--- src/rtl/prod_bcd_conv.sv ---
// Sequential binary-to-BCD converter (shift-add-3), one input bit per clock.
// Turns the multiplier product into hundreds/tens/ones digits for the display stage.
module prod_bcd_conv #(
  parameter int WIDTH = 8
) (
  input  logic             clk,
  input  logic             rst,
  input  logic             start,
  input  logic [WIDTH-1:0] p,
  output logic             busy,
  output logic             done,
  output logic [3:0]       bcd_hund,
  output logic [3:0]       bcd_tens,
  output logic [3:0]       bcd_ones,
  output logic [1:0]       dbg_state
);

  // Handshake: start is sampled only in IDLE; the accepting edge captures p and
  // raises busy; done pulses for exactly one cycle with bcd_* already valid, and
  // bcd_* then hold until the next completion. start seen while busy is dropped.

  typedef enum logic [1:0] {
    S_IDLE  = 2'd0,
    S_SHIFT = 2'd1,
    S_DONE  = 2'd2
  } state_t;

  localparam logic [3:0] LAST_CNT = 4'(WIDTH - 1);

  state_t           state_q, state_d;
  logic [WIDTH-1:0] shreg_q, shreg_d;
  logic [3:0]       hund_q, hund_d;
  logic [3:0]       tens_q, tens_d;
  logic [3:0]       ones_q, ones_d;
  logic [3:0]       cnt_q, cnt_d;
  logic [3:0]       out_hund_q, out_hund_d;
  logic [3:0]       out_tens_q, out_tens_d;
  logic [3:0]       out_ones_q, out_ones_d;

  logic [3:0] hund_adj, tens_adj, ones_adj;
  logic [3:0] hund_nx, tens_nx, ones_nx;

  function automatic logic [3:0] add3(input logic [3:0] d);
    return (d >= 4'd5) ? d + 4'd3 : d;
  endfunction

  // One double-dabble step: correct each digit, then shift the whole chain left.
  always_comb begin
    hund_adj = add3(hund_q);
    tens_adj = add3(tens_q);
    ones_adj = add3(ones_q);
    hund_nx  = {hund_adj[2:0], tens_adj[3]};
    tens_nx  = {tens_adj[2:0], ones_adj[3]};
    ones_nx  = {ones_adj[2:0], shreg_q[WIDTH-1]};
  end

  always_comb begin
    state_d    = state_q;
    shreg_d    = shreg_q;
    hund_d     = hund_q;
    tens_d     = tens_q;
    ones_d     = ones_q;
    cnt_d      = cnt_q;
    out_hund_d = out_hund_q;
    out_tens_d = out_tens_q;
    out_ones_d = out_ones_q;
    case (state_q)
      S_IDLE: begin
        if (start) begin
          shreg_d = p;
          hund_d  = 4'd0;
          tens_d  = 4'd0;
          ones_d  = 4'd0;
          cnt_d   = 4'd0;
          state_d = S_SHIFT;
        end
      end
      S_SHIFT: begin
        shreg_d = shreg_q << 1;
        hund_d  = hund_nx;
        tens_d  = tens_nx;
        ones_d  = ones_nx;
        cnt_d   = cnt_q + 4'd1;
        if (cnt_q == LAST_CNT) begin
          out_hund_d = hund_nx;
          out_tens_d = tens_nx;
          out_ones_d = ones_nx;
          state_d    = S_DONE;
        end
      end
      S_DONE: begin
        state_d = S_IDLE;
      end
      default: begin
        state_d = S_IDLE;
      end
    endcase
  end

  always_ff @(posedge clk) begin
    if (rst) begin
      state_q    <= S_IDLE;
      shreg_q    <= '0;
      hund_q     <= 4'd0;
      tens_q     <= 4'd0;
      ones_q     <= 4'd0;
      cnt_q      <= 4'd0;
      out_hund_q <= 4'd0;
      out_tens_q <= 4'd0;
      out_ones_q <= 4'd0;
    end else begin
      state_q    <= state_d;
      shreg_q    <= shreg_d;
      hund_q     <= hund_d;
      tens_q     <= tens_d;
      ones_q     <= ones_d;
      cnt_q      <= cnt_d;
      out_hund_q <= out_hund_d;
      out_tens_q <= out_tens_d;
      out_ones_q <= out_ones_d;
    end
  end

  assign busy      = (state_q != S_IDLE);
  assign done      = (state_q == S_DONE);
  assign bcd_hund  = out_hund_q;
  assign bcd_tens  = out_tens_q;
  assign bcd_ones  = out_ones_q;
  assign dbg_state = state_q;

endmodule

--- config.mk ---
export PLATFORM = sky130hd
export DESIGN_NAME = prod_bcd_conv
export DESIGN_NICKNAME = d
export VERILOG_FILES = /design/src/rtl/prod_bcd_conv.sv
export SDC_FILE = /design/constraint.sdc
export NUM_CORES = 1
export LEC_CHECK = 0
export CORE_MARGIN = 2
export CORE_UTILIZATION = 48
export DETAILED_ROUTE_END_ITERATION = 12
export PLACE_DENSITY = 0.75
export SYNTH_ARGS = -nofsm -noshare
export SYNTH_HDL_FRONTEND = slang
export SYNTH_SLANG_ARGS = --single-unit
export TNS_END_PERCENT = 50
--- constraint.sdc ---
create_clock -name clk -period 1.59 [get_ports clk]
set_input_delay 0.2385 -clock clk [delete_from_list [all_inputs] [get_ports clk]]
set_output_delay 0.2385 -clock clk [all_outputs]
set_load 0.01 [all_outputs]
Yosys cells after proc, flatten, opt, wreduce, memory -nomap -nowiden
Index checks and enable logic that the tools add are counted.

Muxes and demuxes: 13. $add $sub $neg: 4. $lt $le $gt $ge: 3. Multipliers: 0. Divide/modulo/power cells: 0. Bitwise logic cells: 0. Reductions and logical operators: 6. Equality and inequality tests: 5. Shifts and indexed selects: 0.

Operator list (count): $pmux W4 S2 (4); $pmux W8 S2 (1); $ge A4 B3 Y1 const B (3); $mux W4 (3); $add A4 B2 Y4 const B (2); $mux W8 (1); $reduce_and A2 Y1 (3); $add A4 B1 Y4 const B (1); $eq A4 B3 Y1 const B (1); $mux W2 (2); $ne A2 B2 Y1 const B (2); $pmux W2 S2 (1); $reduce_bool A2 Y1 (2); $add A3 B2 Y3 const B (1); $mux W3 (1); $eq A2 B1 Y1 const B (1); $eq A2 B2 Y1 const B (1); $logic_not A2 Y1 (1).

Input port bits: 11. Bits in latches: 0. Memory bits (read-only): 0. Memories: 0. Bits in writable memories: 0. Word-level logic and storage cells: 40. Register bits: 38. Output and inout port bits: 16.

Logic depth before layout (Yosys ltp)
Depth after elaboration: 3. Depth in mapped cells: 6. Mapped depth without buffers: 6.

Least setup slack after synthesis
No wires, ideal clock.

Path kind: flip-flop to flip-flop. Start: register tens_q[0]. End: register out_tens_q[2], in the netlist bcd_tens[2]. Library setup time: 0.075 ns. Period minus slack after synthesis: 1.475 ns. Cell stages (with the launch flop): 7. Path buffers: 0. Slack: 0.115 ns. Arrival: 1.400 ns. Path through: dfxtp_1 > inv_1 > ha_1 > nor2b_1 > o21ba_2 > mux2_2 > o22ai_1.

Word-level cells in the longest chain between the ends: 2. Elaborated cells on any way between the ends: 3. Those cells by class: 1 x add/sub; 1 x order compare; 1 x mux.

RTL lines: from (decl) (RTL line 33) `logic [3:0] tens_q, tens_d;`; from (signal assigned) (RTL line 115) `tens_q <= tens_d;`; $add A4 B2 Y4 or $ge A4 B3 Y1 (tied branches) (RTL line 44) `return (d >= 4'd5) ? d + 4'd3 : d;`; $mux W4 * (RTL line 44); to (signal assigned) (RTL line 119) `out_tens_q <= out_tens_d;`; to (decl) (RTL line 37) `logic [3:0] out_tens_q, out_tens_d;`.

Every way passes the cells marked *; elsewhere a longest branch is shown, timed or not. A chain may end at the register's enable or synchronous reset.

Worst setup path in the final report
Start: register hund_q[1]. End: register out_hund_q[2], in the netlist bcd_hund[2].

Word-level cells in the longest chain between the ends: 2. Elaborated cells on any way between the ends: 3. Those cells by class: 1 x add/sub; 1 x order compare; 1 x mux.

RTL lines: from (decl) (RTL line 32) `logic [3:0] hund_q, hund_d;`; from (signal assigned) (RTL line 114) `hund_q <= hund_d;`; $ge A4 B3 Y1 or $add A3 B2 Y3 (tied branches) (RTL line 44); $mux W3 * (RTL line 44); to (signal assigned) (RTL line 118) `out_hund_q <= out_hund_d;`; to (decl) (RTL line 36) `logic [3:0] out_hund_q, out_hund_d;`.

Marked as above.

==> qor.yml <==
period_share: 0.9485
drv_slew: 0
tns_ps: 0
seqCellArea_um2: 767.0
viasPerCell: 5.467
die_x_um: 65.03
cp-end-kind: "flip-flop"
setup_viol_count_final: 0
die_area_um2: 4229
netlist_area_um2: 1788
gp_congestion: 0.8660
cts_tree: "done"
first_pass_iters: 4
synth_fp_nets: 219
cp.arrival_ps: 1730
fillers: 310
max_freq_mhz: 663.1
ys_top_cells_by_area: "dfxtp_1 (43%), nor2_1 (6.1%), ha_1 (4.9%)"
leakagePower_uw: 0.0008719
antenna_left: 0
cts_buffers: 5
fin_nets: 257
syn_to_final_growth_pct: 27.01
stdcell_count: 287
hold_viol: 0
critical_path.slowest_cell: "mux2_2"
maxCapViolCount: 0
period_needed_ps: 1508
crit_fanout: 4
start_util: 0.4921
grt_max_degree: 18
yosysSeqAreaShare: 0.4255
grt_overflow: 0
ctsHoldBuffers: 0
clk_path_buf_depth: 2
dp.cells: 280
track_usage: 0.1941
skew_ps: 8.793
synth-seq-cells: 38
n_antenna_cell: 0
grt_pass1_wl_mm: 6.327
drt_iter0_markers: 90
hp-class: "flip-flop to flip-flop"
synth_edf_count: 0
dp.final_hpwl_mm: 2.685
clock_latency_ps: 290
crit_chain: "inv_1 > ha_1 > nand2b_1 > a21oi_2 > mux2_2 > o22ai_1"
cts.sinks: 38
root_buffer: "clkbuf_8"
vdd_drop_max_uv: 624.0
status: "finished clean"
wl_mm: 3.817
worstMarginPinSlew_ps: 349.1
multiInputGateArea_um2: 928.4
critPathKind: "flip-flop to flip-flop"
avgSynthCellArea_um2: 8.895
powerDensity_nw_per_um2: 794.7
synth_flop_cell: "dfxtp_1"
async_flop_share: 0
cpPeakStageDelay_ps: 380
io_buffers: 26
slew_headroom: 0.7672
wl_per_cell_um: 13.30
ys_types: 37
vias: 1569
die_height_um: 65.03
drc: 0
rows: 22
synth_cells: 201
drive_gt1_frac: 0.1841
critPathLaunchType: "flip-flop"
grt_pass1_vias: 1414
antenna_found_initial: 0
synth_top_area_share: 0.4255
ios: 27
htree_levels: 2
crit_required_ps: 1810
clk_pin_slew_ps: 80
hold_slack_ps: 493.6
coreArea_um2: 3633
yosys_warnings: 0
synth.largest_area_cell: "dfxtp_1"
final_core_util: 0.6250
state kept, by name, summed over array words and instances (netlist names), 4 cells and up:
| signal | flops |
|---|---|
| bcd_ones | 4 |
| cnt_q | 4 |
| bcd_tens | 4 |
| bcd_hund | 4 |
| hund_q | 4 |
| tens_q | 4 |
| shreg_q | 8 |
| ones_q | 4 |
kinds of logic (layout without fill, tap and decap cells):
group | Yosys count | in the layout | synth area share
XOR/XNOR | 3 | 3 | 0.01470
multiplexers | 5 | 5 | 0.03079
buffers and inverters | 22 | 60 | 0.06087
flip-flops | 38 | 38 | 0.4255
adder cells (fa/ha/maj) | 7 | 7 | 0.04898
AO/OA/AOI/OAI | 51 | 51 | 0.2106
AND/OR/NAND/NOR | 75 | 75 | 0.2085
placed cells by master, fill, tap and decap left out, types with 3 or more instances in the layout:
cell	count
a21oi_2	3
nand2_1	5
nor2_1	29
inv_1	8
nor3_1	12
dfxtp_1	35
dlygate4sd2_1	3
a22oi_1	3
xnor2_1	3
o22ai_1	9
mux2_2	4
o21ai_0	7
nand2b_1	11
buf_4	16
o32ai_1	6
a2bb2oi_1	4
clkbuf_8	5
ha_1	7
clkdlybuf4s50_1	22
nor2b_1	6
a21oi_1	8
nand3_1	3
critical path: cells and delay by family (launching register included):
family | cells | cell delay, ps
AND/OR/NAND/NOR | 1 | 150
buffers and inverters | 1 | 80
flip-flops | 1 | 330
AO/OA/AOI/OAI | 2 | 340
multiplexers | 1 | 380
adder cells (fa/ha/maj) | 1 | 170
layer usage:
| layer | up-vias | GRT usage | share of wire |
|---|---|---|---|
| met3 | 6 | 0.05556 | 0.052 |
| met4 | 0 | 0.06250 | 0.012 |
| met2 | 39 | 0.3260 | 0.46 |
| met5 | - | 0 | 0 |
| met1 | 738 | 0.2399 | 0.48 |
| li1 | 786 | - | - |
where the power goes:
group | internal [uW] | switching (uW)
registers | 973 | 17.0
clock network | 294 | 332
logic | 95.2 | 93.1
total | 1360 | 442
path summary, 6_finish.rpt:
kind,from,cells after the start,slack [ps],end
max,hund_q[1],6,80,bcd_hund[2]
min,bcd_hund[2],2,490,bcd_hund[2]
max reg2reg,hund_q[1],6,80,bcd_hund[2]
min reg2reg,bcd_hund[2],2,490,bcd_hund[2]
Yosys cell counts, types with 2 or more instances:
library cell / count
nor2_1: 29
nor2b_1: 7
nor3b_1: 2
xnor2_1: 3
a211oi_2: 2
o21ai_0: 8
inv_1: 9
nand2_1: 5
clkbuf_1: 6
nand2b_1: 11
a21oi_1: 10
mux2_2: 4
nand3b_1: 2
o22ai_1: 9
buf_2: 3
a311oi_2: 2
o32ai_1: 6
a22oi_1: 3
ha_1: 7
dfxtp_1: 38
nand3_1: 3
buf_6: 3
a2bb2oi_1: 4
nor3_1: 12
per-stage QoR:
stage               cell area (um^2)  setup slack, ps  total power [uW]
floorplan                       1788            115.2              1123
global placement                2177            86.99              1198
detailed placement              2177            3.266              1202
CTS                             2257            18.45              1813
global route                    2271           -17.28              1878
finish                          2271            81.82              1805
final cells by class:
type / count / share of cell area
Timing Repair Buffer: 43 / 0.1758
Multi-Input combinational cell: 141 / 0.4088
Tap cell: 48 / 0.02645
Inverter: 10 / 0.01653
Sequential cell: 38 / 0.3377
Clock buffer: 5 / 0.03030
Clock inverter: 2 / 0.004408
what timing repair did:
item / in CTS / in global routing
pin swaps: 0 / 2
endpoints found under the setup margin: 4 / 7
resized for setup: 6 / 7
buffers inserted: 0 / 0
Note: power is estimated with default switching activity, not from simulation.
==> variant 1, RTL diff (config.mk and constraints unchanged) <==
Change the parameter `WIDTH` from 8 to 9.
--- a/src/rtl/prod_bcd_conv.sv
+++ b/src/rtl/prod_bcd_conv.sv
@@ -1,7 +1,7 @@
 // Sequential binary-to-BCD converter (shift-add-3), one input bit per clock.
 // Turns the multiplier product into hundreds/tens/ones digits for the display stage.
 module prod_bcd_conv #(
-  parameter int WIDTH = 8
+  parameter int WIDTH = 9
 ) (
   input  logic             clk,
   input  logic             rst,
Interface: changed (resized p); port bits go from 27 to 28. The function was not compared with the original's and may differ.
==> variant 1 against the unedited design <==
- non-clock buffer count is 5 higher
- setup slack better by 0.024 ns
- clock skew is 0.0036 ns lower
- core utilization is 2.8 points higher
- total power is 8.3% higher
- sequential cell count is 1 higher
- cell area is 4.4% higher
- worst hold slack worse by 0.031 ns
- synthesized area is 1.1% higher
- count of clock-buffer cells in the layout is 3 higher
- die area is 1.0% higher
- routed wire length is 3.2% higher
- cell count is 1.4% higher
- critical endpoint unchanged
==> variant 1: results (changes against the unedited design) <==
global_routing:
  grt_pass1_vias: 1450  # +2.5%
  grt_pass1_wl_um: 6710  # +6.1%
  antenna_found_initial: 0  # unchanged
  overflow: 0  # unchanged
  grt_util_all_layers_pct: 20.5  # +1.1 points
  grt_max_degree: 19  # +1
timing:
  skew_ns: 0.00516  # -0.00363 ns
  tightest_slew_ns: 0.303  # -0.0464 ns
final_layout:
  nFillCells: 316  # +1.9%
  final_cells: 291  # +1.4%
  diodes: 0  # unchanged
  utilization_pct: 65.3  # +2.8 points
  num-nets-final: 262  # +1.9%
  layout-drive-gt1-share_pct: 18.5  # +0.11 points
  largest-register: "shreg_q"
  largest_register_ffs: 9  # +1
synthesis:
  synth_edf_count: 0  # unchanged
  syn_nets: 217  # -0.91%
  synth_common_cells: "dfxtp_1, nor2_1, inv_1"
  synth_area_leaders: "dfxtp_1, ha_1, nor2_1, a22o_1, a21oi_1"
  synth_cells: 197  # -2.0%
  synth-async-reset-ratio_pct: 0  # unchanged
  yosysWarnings: 0  # unchanged
  ys.flop_type: "dfxtp_1"
  synth_cell_types: 39  # +5.4%
  ys_seq_area_share_pct: 43.2  # +0.64 points
power:
  p_leak_nw: 1.03  # +18%
  ir_drop_v: 0.000802  # +29%
clock_tree:
  ctsResizeCount: 8  # +2
  postCtsSetupRepairBufs: 0  # unchanged
  clkTransAtPathRegs_ns: 0.07
  cts-root-buf: "clkbuf_8"
  clock_latency_ns: 0.29  # about the same
  clockBufferDepth: 2  # unchanged
  numCtsBuffers: 5  # unchanged
  cts_max_level: 2  # unchanged
worst_hold_path:
  hp-class: "reg -> reg"
drt:
  drt_iter0_markers: 89  # -1.1%
  drt-total-wl_um: 3940  # +3.2%
  vias: 1585  # +1.0%
  drtPass1Iterations: 4  # unchanged
outcome:
  outcome: "finished, final reports clean"
placement:
  portBuffers: 27  # +3.8%
  place_congestion: 0.790  # -8.7%
  dp_hpwl_um: 2780  # +3.7%
  dpl_cell_area_sq_um: 2260  # +3.7%
  placed_cells_incl_taps: 283  # +1.1%
worst_setup_path:
  cpPeakStageDelay_ns: 0.45  # +0.07 ns
  arrival_ns: 1.68  # -0.05 ns
  cp_max_fo: 10  # +6
  critical-path-slowest-cell: "or3_4"
==> variant 1: cell count changes in the layout (fill, tap and decap cells not counted), sizes merged, moves of 4 or more <==
cell    before  now
a21o         0    6
a22o         0    8
o32ai        6    2
buf         17   21
o22ai        9    5
nand2        5    9
o21ai        8    4
clkbuf       5    9
nor3        12    6
and3         1    7
nor2        29   25
nand2b      12    6
o221a        0    4
==> variant 1: kinds of logic after synthesis <==
family / share of synthesized area, %
buf+inv: 5.26
xor+xnor: 1.45
mux: 2.91
flops: 43.2
compound gates: 22.8
fa+ha+maj: 5.54
simple gates: 18.8
==> variant 1: cell type report <==
type / count / share of cell area (%)
Clock buffer: 8 / 4.22
Tap cell: 48 / 2.53
Multi-Input combinational cell: 136 / 39.8
Sequential cell: 39 / 33.1
Timing Repair Buffer: 48 / 18.4
Inverter: 12 / 1.90
==> variant 1: layer usage <==
layer | part of all wire (%) | vias up | track usage, %
li1 | - | 793 | -
met1 | 48 | 761 | 27.1
met2 | 48 | 22 | 31.6
met3 | 2.6 | 9 | 5.14
met4 | 1.8 | 0 | 8.85
met5 | 0 | - | 0
==> variant 1: worst max-delay path, delay by kind of cell (launching register included) <==
kind                     cells  cell delay [ns]
AND/OR/NAND/NOR              3             0.74
buffers and inverters        1             0.05
adder cells (fa/ha/maj)      1             0.14
flip-flops                   1             0.31
AO/OA/AOI/OAI                1             0.14
==> variant 1: final timing paths <==
path / cells after the start / endpoint / slack, ns / from
worst min register to register: 2 / bcd_ones[0]$_SDFFE_PP0P_ / 0.46 / bcd_ones[0]$_SDFFE_PP0P_
worst max-delay path: 6 / bcd_hund[2]$_SDFFE_PP0P_ / 0.11 / cnt_q[0]$_SDFFE_PP0P_
worst max register to register: 6 / bcd_hund[2]$_SDFFE_PP0P_ / 0.11 / cnt_q[0]$_SDFFE_PP0P_
worst min-delay path: 2 / bcd_ones[0]$_SDFFE_PP0P_ / 0.46 / bcd_ones[0]$_SDFFE_PP0P_
==> variant 1: metrics by stage <==
step / worst slack, ns / power [mW]
after floorplan: 0.0861 / 1.15
after global placement: 0.0301 / 1.24
after detailed placement: -0.00982 / 1.24
after CTS: 0.00563 / 1.98
after global routing: 0.00691 / 2.06
final: 0.106 / 1.95
==> variant 1: power breakdown <==
part	internal [mW]	switching (mW)
Sequential	1.00	0.0162
Combinational	0.108	0.0932
Clock	0.396	0.340
==> variant 2, RTL diff (same flow settings) <==
Without the edit above. `shreg_q` no longer has a reset.
--- a/src/rtl/prod_bcd_conv.sv
+++ b/src/rtl/prod_bcd_conv.sv
@@ -100,7 +100,6 @@
   always_ff @(posedge clk) begin
     if (rst) begin
       state_q    <= S_IDLE;
-      shreg_q    <= '0;
       hund_q     <= 4'd0;
       tens_q     <= 4'd0;
       ones_q     <= 4'd0;
@@ -110,7 +109,6 @@
       out_ones_q <= 4'd0;
     end else begin
       state_q    <= state_d;
-      shreg_q    <= shreg_d;
       hund_q     <= hund_d;
       tens_q     <= tens_d;
       ones_q     <= ones_d;
@@ -119,6 +117,10 @@
       out_tens_q <= out_tens_d;
       out_ones_q <= out_ones_d;
     end
+  end
+
+  always_ff @(posedge clk) begin
+    shreg_q <= shreg_d;
   end
 
   assign busy      = (state_q != S_IDLE);
Check against the original RTL: no difference found for any inputs over 10 cycles, from zero or initial values and one cycle with rst high; that may be too few to reach the edited logic, so the function may still have changed.
==> variant 2 against the unedited design <==
- via count down 11%
- total power down 9.0%
- fmax down 2.4%
- cell area down 3.9%
- worst hold slack worse by 0.0075 ns
- sequential cell count unchanged
- setup slack worse by 0.037 ns
- synthesized area down 3.4%
- routed wire length about the same
- sequential share of layout area up 5.0 points
- clock power down 27%
- critical path depth down 1
- global-route usage up 0.86 points
- cell count down 8.0%
- critical endpoint is now bcd_hund[3]$_SDFFE_PP0P_
==> variant 2: results (changes against the unedited design) <==
worst_setup_path:
  crit_start: "cnt_q[0]$_SDFFE_PP0P_"
  arrival_ns: 1.78  # +0.05 ns
  rr_worst_depth: 5  # -1
  r2r_setup_slack_ns: 0.04  # -0.04 ns
  cp_max_fo: 5  # +1
  crit_end: "bcd_hund[3]$_SDFFE_PP0P_"
final_layout:
  layout-drive-gt1-share_pct: 18.3  # -0.061 points
  synthToLayoutAreaGrowth_pct: 26.4
  num-nets-final: 235  # -8.6%
  final_cells: 264  # -8.0%
  nFillCells: 286  # -7.7%
placement:
  dp_slack_ns: 0.0109  # +0.00767 ns
  dpl_cell_area_sq_um: 2090  # -3.9%
  place_congestion: 0.831  # -4.1%
  placed_cells_incl_taps: 255  # -8.9%
  dp_hpwl_um: 2740  # +2.0%
power:
  p_per_area_nw_per_um2: 752  # -5.3%
  p_clk_share_pct: 28.0  # -6.7 points
  internal_power_mw: 1.25  # -8.3%
  p_leak_nw: 0.873  # +0.12%
  ir_drop_v: 0.000479  # -23%
  p_comb_mw: 0.151  # -20%
drt:
  wl_met3_um: 169  # -15%
  wl_met2_um: 1950  # +11%
  vias_per_cell: 5.27  # -3.6%
  drtAntennaViolNets: 0  # unchanged
  drt-total-wl_um: 3810  # about the same
  drt_iter0_markers: 42  # -53%
  drt-met1-wl_um: 1670  # -8.1%
timing:
  whs_ns: 0.486  # -0.00747 ns
  maxSlewHeadroom_pct: 77.7  # +0.95 points
  max_freq_ghz: 0.647  # -2.4%
  skew_ns: 0.00735  # -0.00145 ns
clock_tree:
  clock_latency_ns: 0.34  # +0.05 ns
  clkTransAtPathRegs_ns: 0.11  # +0.03 ns
  ctsResizeCount: 4  # -2
  cts-root-buf: "clkbuf_4"
global_routing:
  grt_util_all_layers_pct: 20.3  # +0.86 points
  grtUsageMet1_pct: 22.8  # -1.2 points
  gr-usage-met3_pct: 7.92  # +2.4 points
  grt_pass1_vias: 1387  # -1.9%
  grt_max_degree: 14  # -4
  gr-usage-met2_pct: 35.7  # +3.1 points
worst_hold_path:
  hp-start: "bcd_ones[0]$_SDFFE_PP0P_"
  worstHoldEndpoint: "bcd_ones[0]$_SDFFE_PP0P_"
synthesis:
  syn_area_per_cell_sq_um: 9.70  # +9.0%
  ys_seq_area_share_pct: 48.7  # +6.1 points
  synth_common_cells: "dfxtp_1, nand2_1, nor2_1"
  synth_edf_count: 8  # +8
  syn_nets: 196  # -11%
  synth_cell_types: 39  # +5.4%
  synth_area_leaders: "dfxtp_1, edfxtp_1, nand2_1, ha_1, nor3b_1"
outcome:
  outcome: "finished, final reports clean"
variant 2: cell count changes in the layout (fill, tap and decap cells not counted), sizes merged, moves of 6 or more:
cell,delta
o32ai,-6
nor3b,+6
nor2,-16
nor2b,-6
nand2,+23
nor3,-9
edfxtp,+8
dfxtp,-8
variant 2: critical path, cell delays in order (launching register included):
cell	delay, ns
dfxtp_1	0.40
ha_1	0.21
nand2b_1	0.14
or2_4	0.31
a211oi_1	0.29
nor3_1	0.09
variant 2: final cells by class:
type                       count  share of cell area (%)
clock buffer                   5                    1.72
clock inverter                 3                   0.516
inverter                       9                    1.55
multi-input combinational    124                    38.4
sequential                    38                    38.8
tap                           46                    2.64
timing repair buffer          39                    16.3
variant 2: logic make-up (layout without fill, tap and decap cells):
kind of cell,after synthesis,count (layout),synth area share [%]
and+or+nand+nor,70,70,20.9
AOI/OAI and AO/OA,41,41,17.6
DFF,38,38,48.7
buffers and inverters,16,56,4.42
adders and majority gates,7,7,5.07
xor gates and xnor gates,3,3,1.52
muxes,3,3,1.74
